==> src/rtl/uart_rx_if.sv <==
// Serial-side bundle for the UART receiver: line and tick in, byte, status and strobe out.
interface uart_rx_if #(
  parameter int DBIT = 8
);
  logic            rx;
  logic            s_tick;
  logic [DBIT-1:0] dout;
  logic            rx_done_tick;
  logic            frame_err;
  logic            busy;

  modport master (
    output rx, s_tick,
    input  dout, rx_done_tick, frame_err, busy
  );

  modport slave (
    input  rx, s_tick,
    output dout, rx_done_tick, frame_err, busy
  );
endinterface

==> src/rtl/uart_rx.sv <==
// 16x-oversampled 8N1-style UART receiver: synchronises rx, deserialises LSB first,
// and reports each frame with a one-cycle done strobe and a framing-error flag.
module uart_rx #(
  parameter int DBIT    = 8,
  parameter int SB_TICK = 16
) (
  input  logic     sys_clk,
  input  logic     rst,
  uart_rx_if.slave bus
);

  localparam int NW = (DBIT > 1) ? $clog2(DBIT) : 1;

  typedef enum logic [1:0] {IDLE, START, DATA, STOP} state_t;

  logic            rxMeta_q, rxSync_q;
  logic            rxS;
  state_t          state_q, state_d;
  logic [4:0]      s_q, s_d;
  logic [NW-1:0]   n_q, n_d;
  logic [DBIT-1:0] b_q, b_d;
  logic [DBIT-1:0] dout_q, dout_d;
  logic            ferr_q, ferr_d;
  logic            done_q, done_d;

  // Two-flop synchroniser; idles high so reset never looks like a start edge.
  always_ff @(posedge sys_clk or posedge rst) begin
    if (rst) begin
      rxMeta_q <= 1'b1;
      rxSync_q <= 1'b1;
    end else begin
      rxMeta_q <= bus.rx;
      rxSync_q <= rxMeta_q;
    end
  end

  assign rxS = rxSync_q;

  always_ff @(posedge sys_clk or posedge rst) begin
    if (rst) begin
      state_q <= IDLE;
      s_q     <= '0;
      n_q     <= '0;
      b_q     <= '0;
      dout_q  <= '0;
      ferr_q  <= 1'b0;
      done_q  <= 1'b0;
    end else begin
      state_q <= state_d;
      s_q     <= s_d;
      n_q     <= n_d;
      b_q     <= b_d;
      dout_q  <= dout_d;
      ferr_q  <= ferr_d;
      done_q  <= done_d;
    end
  end

  always_comb begin
    state_d = state_q;
    s_d     = s_q;
    n_d     = n_q;
    b_d     = b_q;
    dout_d  = dout_q;
    ferr_d  = ferr_q;
    done_d  = 1'b0;
    unique case (state_q)
      // The falling edge is taken immediately; a tick on this cycle is ignored.
      IDLE: begin
        if (!rxS) begin
          state_d = START;
          s_d     = '0;
        end
      end
      START: begin
        if (bus.s_tick) begin
          if (s_q == 5'd7) begin
            if (!rxS) begin
              state_d = DATA;
              s_d     = '0;
              n_d     = '0;
            end else begin
              state_d = IDLE;
            end
          end else begin
            s_d = s_q + 5'd1;
          end
        end
      end
      DATA: begin
        if (bus.s_tick) begin
          if (s_q == 5'd15) begin
            s_d = '0;
            b_d = {rxS, b_q[DBIT-1:1]};
            if (n_q == NW'(DBIT - 1)) begin
              state_d = STOP;
            end else begin
              n_d = n_q + 1'b1;
            end
          end else begin
            s_d = s_q + 5'd1;
          end
        end
      end
      STOP: begin
        if (bus.s_tick) begin
          if (s_q == 5'(SB_TICK - 1)) begin
            state_d = IDLE;
            dout_d  = b_q;
            ferr_d  = ~rxS;
            done_d  = 1'b1;
          end else begin
            s_d = s_q + 5'd1;
          end
        end
      end
      default: state_d = IDLE;
    endcase
  end

  assign bus.dout         = dout_q;
  assign bus.frame_err    = ferr_q;
  assign bus.rx_done_tick = done_q;
  assign bus.busy         = (state_q != IDLE);

endmodule

==> src/flat_wrapper.sv <==
// flat-port wrapper written by rule: the top's interface ports become plain ports
module uart_rx_flat 
#(
  parameter int DBIT    = 8,
  parameter int SB_TICK = 16
)
  (sys_clk, rst, bus_rx, bus_s_tick, bus_dout, bus_rx_done_tick, bus_frame_err, bus_busy);
  uart_rx_if #(.DBIT(DBIT)) bus_i ();
  input  logic sys_clk;
  input  logic rst;
  input wire logic [$bits(bus_i.rx)-1:0] bus_rx;
  input wire logic [$bits(bus_i.s_tick)-1:0] bus_s_tick;
  output wire logic [$bits(bus_i.dout)-1:0] bus_dout;
  output wire logic [$bits(bus_i.rx_done_tick)-1:0] bus_rx_done_tick;
  output wire logic [$bits(bus_i.frame_err)-1:0] bus_frame_err;
  output wire logic [$bits(bus_i.busy)-1:0] bus_busy;
  assign bus_i.rx = bus_rx;
  assign bus_i.s_tick = bus_s_tick;
  assign bus_dout = bus_i.dout;
  assign bus_rx_done_tick = bus_i.rx_done_tick;
  assign bus_frame_err = bus_i.frame_err;
  assign bus_busy = bus_i.busy;
  uart_rx #(.DBIT(DBIT), .SB_TICK(SB_TICK)) u_core (.sys_clk(sys_clk), .rst(rst), .bus(bus_i));
endmodule
==> config.mk <==
export PLATFORM = sky130hd
export DESIGN_NAME = uart_rx_flat
export DESIGN_NICKNAME = d
export VERILOG_FILES = /design/src/rtl/uart_rx_if.sv /design/src/rtl/uart_rx.sv /design/src/flat_wrapper.sv
export SDC_FILE = /design/constraint.sdc
export NUM_CORES = 1
export LEC_CHECK = 0
export ABC_CLOCK_PERIOD_IN_PS = 1900
export CORE_MARGIN = 2
export CORE_UTILIZATION = 49
export CTS_BUF_LIST = sky130_fd_sc_hd__clkbuf_16
export DETAILED_ROUTE_END_ITERATION = 8
export MAX_ROUTING_LAYER = met4
export PLACE_DENSITY = 0.72
export SETUP_SLACK_MARGIN = 0.05
export SLEW_MARGIN = 20
export SYNTH_ARGS = -nofsm -noshare
export SYNTH_HDL_FRONTEND = slang
export SYNTH_SLANG_ARGS = --single-unit
==> constraint.sdc <==
create_clock -name sys_clk -period 1.9 [get_ports sys_clk]
set_input_delay 0.38 -clock sys_clk [delete_from_list [all_inputs] [get_ports sys_clk]]
set_output_delay 0.38 -clock sys_clk [all_outputs]
set_load 0.02 [all_outputs]
==> summary.txt, run 1 <==
Run status
  – Status: complete, no violations

Finish
  – Fill count: about 200
  – Diode count: 0
  – Post-route cell area: 1910 sq um
  – Fraction of layout cells with a size suffix above 1: 38.9%
  – Finished Layout Cells: 180
  – Final core utilization: between 60% and 70%
  – Nets: 157
  – Synth-to-Final Area Change: 35.6%

Synthesis
  – Post-synthesis area per instance: around 13 sq um
  – Yosys warnings: 0
  – Syn nets: 121
  – Cell taking the most area after synthesis: dfrtp_1
  – List of most frequent post-synthesis cells: dfrtp_1, mux2_2, mux2_4, inv_1, nand2_1
  – Most numerous cell in the Yosys netlist: dfrtp_1
  – Synth cell types: 36
  – Synth top area cells: dfrtp_1, mux2_4, mux2_2
  – Async SR Flop Fraction: between 90% and 100%
  – Main synth FF type: dfrtp_1
  – EDFF count, synth: 0
  – Synth Cell Area: roughly 1400 sq um
  – Register area share after synthesis: a little over half
  – Synthesized instance count: 112
  – Share of Yosys cell area claimed by the top area cell type: 49.8%
  – Seq cells post-synth: 30

Critical path
  – Worst endpoint data arrival time: 2.03 ns
  – Crit-path max FO: 5
  – Req. time, crit path: 2.05 ns
  – Critical path class: reg -> reg
  – Cell family with most CP delay: simple AND/OR/NAND/NOR gates
  – Critical Path Slowest Stage Cell: dfrtp_1
  – WP buf/inv: 0
  – CP Capture Type: flip-flop
  – CP peak stage delay: 0.39 ns
  – CP Cell Sequence: ha_4 -> and3_4 -> ha_4 -> and3b_2 -> a41o_2 -> nor3b_1 -> a211o_1
  – Top cell by count, worst path: ha_4
  – CP Launch Type: flip-flop

Job
  – Total of max-cap violations: 0

Timing
  – Clock Skew: 0.00521 ns
  – Achievable clock frequency: 533 MHz
  – Slew HR: between 60% and 70%
  – RSZ-0062 raised after global routing: true
  – Final Max Slew Viols: 0
  – Final Critical Period: 1.87 ns
  – Final setup violation count: 0
  – Worst Setup Slack, final: 0.0250 ns
  – Least-Margin Pin Slew: 0.501 ns
  – Final Hold Vio Count: 0
  – Crit share post-route: 98.7%

Detailed routing
  – Starting DRT DRC Count: 30
  – Drt drc: 0
  – Vias per inst: 5.36
  – Antenna viol nets, final: 0
  – Via count: 964
  – First-pass detailed-route iteration total: 4
  – Final wirelength: around 2.7 mm
  – Wirelength per Cell: 14.7 um

Global routing
  – Total gr overflow: 0
  – Total GRT Usage: 18.6%
  – Vias in the first global route: 1000
  – Initial antenna violation count: 0
  – First-pass GRT wire length: 4.51 mm
  – Pin count of the biggest net entering global routing: 31

Clocking
  – Max Root-Sink Buffers: 2
  – Clk root buf: clkbuf_16
  – TritonCTS Buffers: 5
  – CTS clk-pin slew, worst paths: 0.05 ns
  – Clock sink count: 30
  – CTS tree: done
  – H-tree depth: 2
  – Skew-Pair Late Insertion Delay: 0.27 ns

Floorplan
  – Row count: 19
  – Die Wd: roughly 58 um
  – Num ports: 15
  – Core ar.: 2730 sq um
  – Initial core utilization: 51.5%
  – Chip height: 57.6 um
  – Die area: 3320 sq um

Place
  – Port buffer count: 14
  – Setup WS pre-CTS: -0.0799 ns
  – Cell count after placement: 168
  – Dpl hpwl: 1.75 mm
  – Placed inst area: 1700 sq um
  – GP Congestion: between 0.7 and 0.8

Power and ir drop
  – Pleak: ~0.00093 uW
  – P per Cell Area: 1250 nW/um^2
  – VDD IR max: 0.000985 V

Hold path
  – HP Class: reg -> reg
## power by group
group	internal (uW)	leakage (uW)	total (uW)	switching (uW)
sequential	754	0.000394	869	116
combinational	414	0.000474	786	372
clock	476	0.0000672	738	262
## placed cells by master, fill, tap and decap left out, drive strengths merged, types with 2 or more instances in the layout
| master | count |
|---|---|
| a21oi | 5 |
| nand2 | 7 |
| and3 | 3 |
| buf | 18 |
| clkbuf | 5 |
| clkdlybuf4s50 | 13 |
| dfrtp | 28 |
| nor2 | 4 |
| a22o | 2 |
| nor2b | 3 |
| dfstp | 2 |
| inv | 8 |
| ha | 5 |
| clkinv | 2 |
| mux2 | 17 |
| o21ai | 6 |
| nand3 | 2 |
## flip-flops by register name, summed over array words and instances, names as in the netlist, named ones only
register / count
u_core.b_q: 8
u_core.s_q: 5
u_core.bus.frame_err: 1
u_core.bus.rx_done_tick: 1
u_core.rxMeta_q: 1
u_core.rxS: 1
u_core.state_q: 1
u_core.n_q: 3
u_core.bus.dout: 8
## logic make-up after synthesis
kind of cell,after synthesis,synth area share [%]
buf+inv,11,3.55
fa+ha+maj,5,4.44
compound gates,22,10.3
simple gates,27,12.4
flops,30,53.5
mux,17,15.7
## stage by stage
stage	total power, uW	hold slack, ns	TNS [ns]
2_1_floorplan	1320	0.345	0
3_3_place_gp	1540	0.347	-0.0234
3_5_place_dp	1580	0.349	-0.277
4_1_cts	2350	0.356	0
5_1_grt	2550	0.357	-0.164
6_report	2390	0.356	0
## area by class of cell
class	instances	area (sq um)	area share (%)
Clock buffer	5	125	6.56
Tap cell	31	38.8	2.03
Timing Repair Buffer	32	285	15.0
Multi-Input combinational cell	71	657	34.4
Clock inverter	3	16.3	0.852
Sequential cell	30	756	39.6
Inverter	8	30.0	1.57
## metal layers
metal	wire length, um	GRT usage [%]	vias to the layer above	share of wire [%]
met5	0	-	-	0
met4	29	6.64	0	1.1
met3	112	6.80	4	4.2
met2	1270	28.2	25	48
met1	1240	22.8	459	47
li1	-	-	476	-
## path summary, 6_finish.rpt
kind                                      start         endpoint  cells after the start  slack [ns]
worst min register to register  u_core.rxMeta_q       u_core.rxS                      0        0.36
worst max-delay path              u_core.s_q[1]    u_core.s_q[3]                      7        0.03
min in group asynchronous                   rst    u_core.s_q[0]                      3        0.49
max in group asynchronous                   rst  u_core.rxMeta_q                      3        1.09
worst min-delay path            u_core.rxMeta_q       u_core.rxS                      0        0.36
worst max register to register    u_core.s_q[1]    u_core.s_q[3]                      7        0.03
## timing repair
action                                 CTS  global route
endpoints found under the hold margin    0             0
setup endpoints to repair               13            20
hold buffers                             0             0
cloned                                   1             0
buffers inserted                         1             2
resized for setup                        9             3
pin swaps                                2             0
Note: power is estimated with default switching activity, not from simulation.
==> inputs of run 2 (changes only) <==
--- a/config.mk
+++ b/config.mk
@@ -9,6 +9,7 @@
 export CORE_MARGIN = 2
 export CORE_UTILIZATION = 49
 export CTS_BUF_LIST = sky130_fd_sc_hd__clkbuf_16
+export CTS_CLUSTER_SIZE = 24
 export DETAILED_ROUTE_END_ITERATION = 8
 export MAX_ROUTING_LAYER = met4
 export PLACE_DENSITY = 0.72
==> results of run 2 <==
The final DEF is identical to that of run 1; final timing and power are the same.
==> inputs of run 3 (changes only) <==
--- a/config.mk
+++ b/config.mk
@@ -12,7 +12,7 @@
 export CTS_CLUSTER_SIZE = 24
 export DETAILED_ROUTE_END_ITERATION = 8
 export MAX_ROUTING_LAYER = met4
-export PLACE_DENSITY = 0.72
+export PLACE_DENSITY_LB_ADDON = 0.1
 export SETUP_SLACK_MARGIN = 0.05
 export SLEW_MARGIN = 20
 export SYNTH_ARGS = -nofsm -noshare
==> summary.txt, run 3 (synthesis results as in run 1) <==
Timing
  – Least-Margin Pin Slew: 0.458 ns (was 0.501 ns)
  – Clock Skew: 0.00462 ns (was 0.00521 ns)
  – RSZ-0062 raised after global routing: true (unchanged)
  – Final setup violation count: 0 (unchanged)
  – Final Critical Period: 1.83 ns (was 1.87 ns)
  – Slew HR: 69.4% (was 66.5%)
  – Final Hold Vio Count: 0 (unchanged)
  – Crit share post-route: 96.5% (was 98.7%)
  – Final Max Slew Viols: 0 (unchanged)
  – Hold Slack: 0.354 ns (was 0.356 ns)
  – Worst Setup Slack, final: 0.0669 ns (was 0.0250 ns)
  – Achievable clock frequency: 546 MHz (was 533 MHz)

Critical path
  – Top cell by count, worst path: ha_4 (unchanged)
  – Reg2Reg Setup Slack: 0.07 ns (was 0.03 ns)
  – CP Capture Type: flip-flop (unchanged)
  – R2R Path Start: u_core.s_q[1] (unchanged)
  – Worst endpoint data arrival time: 1.98 ns (was 2.03 ns)
  – Crit path to: u_core.b_q[5] (was u_core.s_q[3])
  – CP Cell Sequence: ha_4 -> and3_4 -> ha_4 -> nand2_2 -> or3_4 -> buf_6 -> mux2_4 (was ha_4 -> and3_4 -> ha_4 -> and3b_2 -> a41o_2 -> nor3b_1 -> a211o_1)
  – CP Launch Type: flip-flop (unchanged)
  – WP buf/inv: 1 (was 0)
  – Critical path class: reg -> reg (unchanged)
  – Critical Path Start: u_core.s_q[1] (unchanged)
  – Cell family with most CP delay: simple AND/OR/NAND/NOR gates (unchanged)
  – Critical path depth in cells: 7 (unchanged)
  – Req. time, crit path: 2.05 ns (about the same)
  – Crit-path max FO: 5 (unchanged)
  – CP peak stage delay: 0.38 ns (was 0.39 ns)
  – Critical R2R Capture: u_core.b_q[5] (was u_core.s_q[3])
  – Cells on worst reg2reg path: 7 (unchanged)
  – Critical Path Slowest Stage Cell: dfrtp_1 (unchanged)

Finish
  – Commonest non-fill, non-tap cell in the layout: dfrtp_1 (unchanged)
  – Diode count: 0 (unchanged)
  – Seq. cell area: 754 sq um (was 756 sq um)
  – Final core utilization: 69.9% (was 69.8%)
  – Finished Layout Cells: 181 (was 180)
  – Fraction of layout cells with a size suffix above 1: 38.7% (was 38.9%)
  – Area of the multi-input gates: 653 sq um (was 657 sq um)
  – Post-route cell area: 1910 sq um (about the same)
  – Synth-to-Final Area Change: 35.7% (was 35.6%)
  – Fill count: 207 (was 197)
  – Most frequent cells in the layout: dfrtp_1, buf_4, clkdlybuf4s50_1 (unchanged)
  – Nets: 158 (was 157)

Power and ir drop
  – Power Internal: 1650 uW (was 1640 uW)
  – Pleak: 0.000948 uW (was 0.000935 uW)
  – Share of power burned in registers: 36.2% (was 36.3%)
  – Clock power frac: 30.4% (was 30.8%)
  – Comb pwr share: 33.4% (was 32.8%)
  – P per Cell Area: 1240 nW/um^2 (was 1250 nW/um^2)
  – VDD IR max: 0.000994 V (was 0.000985 V)
  – P_sw: 714 uW (was 750 uW)
  – Switching share of power: 30.2% (was 31.3%)

Global routing
  – Vias in the first global route: 984 (was 1000)
  – Pin count of the biggest net entering global routing: 31 (unchanged)
  – Total gr overflow: 0 (unchanged)
  – First-pass GRT wire length: 4.37 mm (was 4.51 mm)
  – Total GRT Usage: 18.1% (was 18.6%)
  – Initial antenna violation count: 0 (unchanged)

Floorplan
  – Row count: 19 (unchanged)
  – Die area: 3320 sq um (unchanged)
  – Initial core utilization: 51.5% (unchanged)
  – Chip height: 57.6 um (unchanged)
  – Num ports: 15 (unchanged)
  – Die Wd: 57.6 um (unchanged)
  – Core ar.: 2730 sq um (unchanged)

Detailed routing
  – Antenna viol nets, final: 0 (unchanged)
  – First-pass detailed-route iteration total: 4 (unchanged)
  – Wirelength per Cell: 13.7 um (was 14.7 um)
  – Vias per inst: 5.41 (was 5.36)
  – Via count: 980 (was 964)
  – Final wirelength: 2.48 mm (was 2.65 mm)
  – Drt drc: 0 (unchanged)
  – Starting DRT DRC Count: 16 (was 30)

Place
  – Setup WS pre-CTS: -0.0468 ns (was -0.0799 ns)
  – GP Congestion: 0.840 (was 0.783)
  – Port buffer count: 14 (unchanged)
  – Placed inst area: 1690 sq um (was 1700 sq um)
  – Dpl hpwl: 1.70 mm (was 1.75 mm)
  – Cell count after placement: 167 (was 168)

Clocking
  – TritonCTS Buffers: 5 (unchanged)
  – Clock sink count: 30 (unchanged)
  – Skew-Pair Late Insertion Delay: 0.27 ns (about the same)
  – H-tree depth: 2 (unchanged)
  – CTS tree: done (unchanged)
  – Max Root-Sink Buffers: 2 (unchanged)
  – Clk root buf: clkbuf_16 (unchanged)
  – CTS clk-pin slew, worst paths: 0.05 ns (about the same)

Job
  – Total of max-cap violations: 0 (unchanged)

Run status
  – Status: complete, no violations (unchanged)

Hold path
  – HP Class: reg -> reg (unchanged)
-- run 3: repair_timing --
action	CTS	global route
resized for setup	7	4
pin swaps	1	1
setup endpoints to repair	18	23
hold buffers	0	0
buffers inserted	3	2
cloned	1	0
-- run 3: metrics by stage --
stage | power (uW) | setup TNS (ns)
after floorplan | 1320 | 0
after global placement | 1540 | -0.181
after detailed placement | 1580 | -0.349
after CTS | 2360 | 0
after global routing | 2510 | -0.0182
final | 2360 | 0
-- run 3: power by group through the flow --
stage	clock, uW	sequential [uW]	combinational (uW)
floorplan	0	871	448
global placement	0	852	688
detailed placement	0	857	723
CTS	739	851	769
global route	765	865	880
finish	717	854	789
-- run 3: how the worst min path moves through the flow --
stage,start,end,slack [ns],cells after the start
3_3_place_gp,u_core.rxMeta_q,u_core.rxS,0.35,0
3_5_place_dp,u_core.rxMeta_q,u_core.rxS,0.35,0
4_1_cts,u_core.rxMeta_q,u_core.rxS,0.35,0
6_report,u_core.rxMeta_q,u_core.rxS,0.35,0
2_1_floorplan,u_core.rxMeta_q,u_core.rxS,0.35,0
5_1_grt,u_core.rxMeta_q,u_core.rxS,0.36,0
-- run 3: cell type report --
cell class	instances	area share, %
clock buffer	5	6.55
clock inverter	3	0.655
inverter	8	1.57
multi-input combinational	71	34.2
sequential	30	39.5
tap	31	2.03
timing repair buffer	33	15.5
-- run 3: worst reg2reg max path, stage by stage, from the launching register on --
cell and delay (ns):
dfrtp_1 0.38, ha_4 0.15, and3_4 0.20, ha_4 0.15, nand2_2 0.05, or3_4 0.35, buf_6 0.15, mux2_4 0.29
-- run 3: layer usage --
layer	track usage, %	vias up	routed length, um
met5	-	-	0
li1	-	475	-
met1	23.9	485	1140
met3	6.80	4	104
met2	26.3	16	1200
met4	4.98	0	27
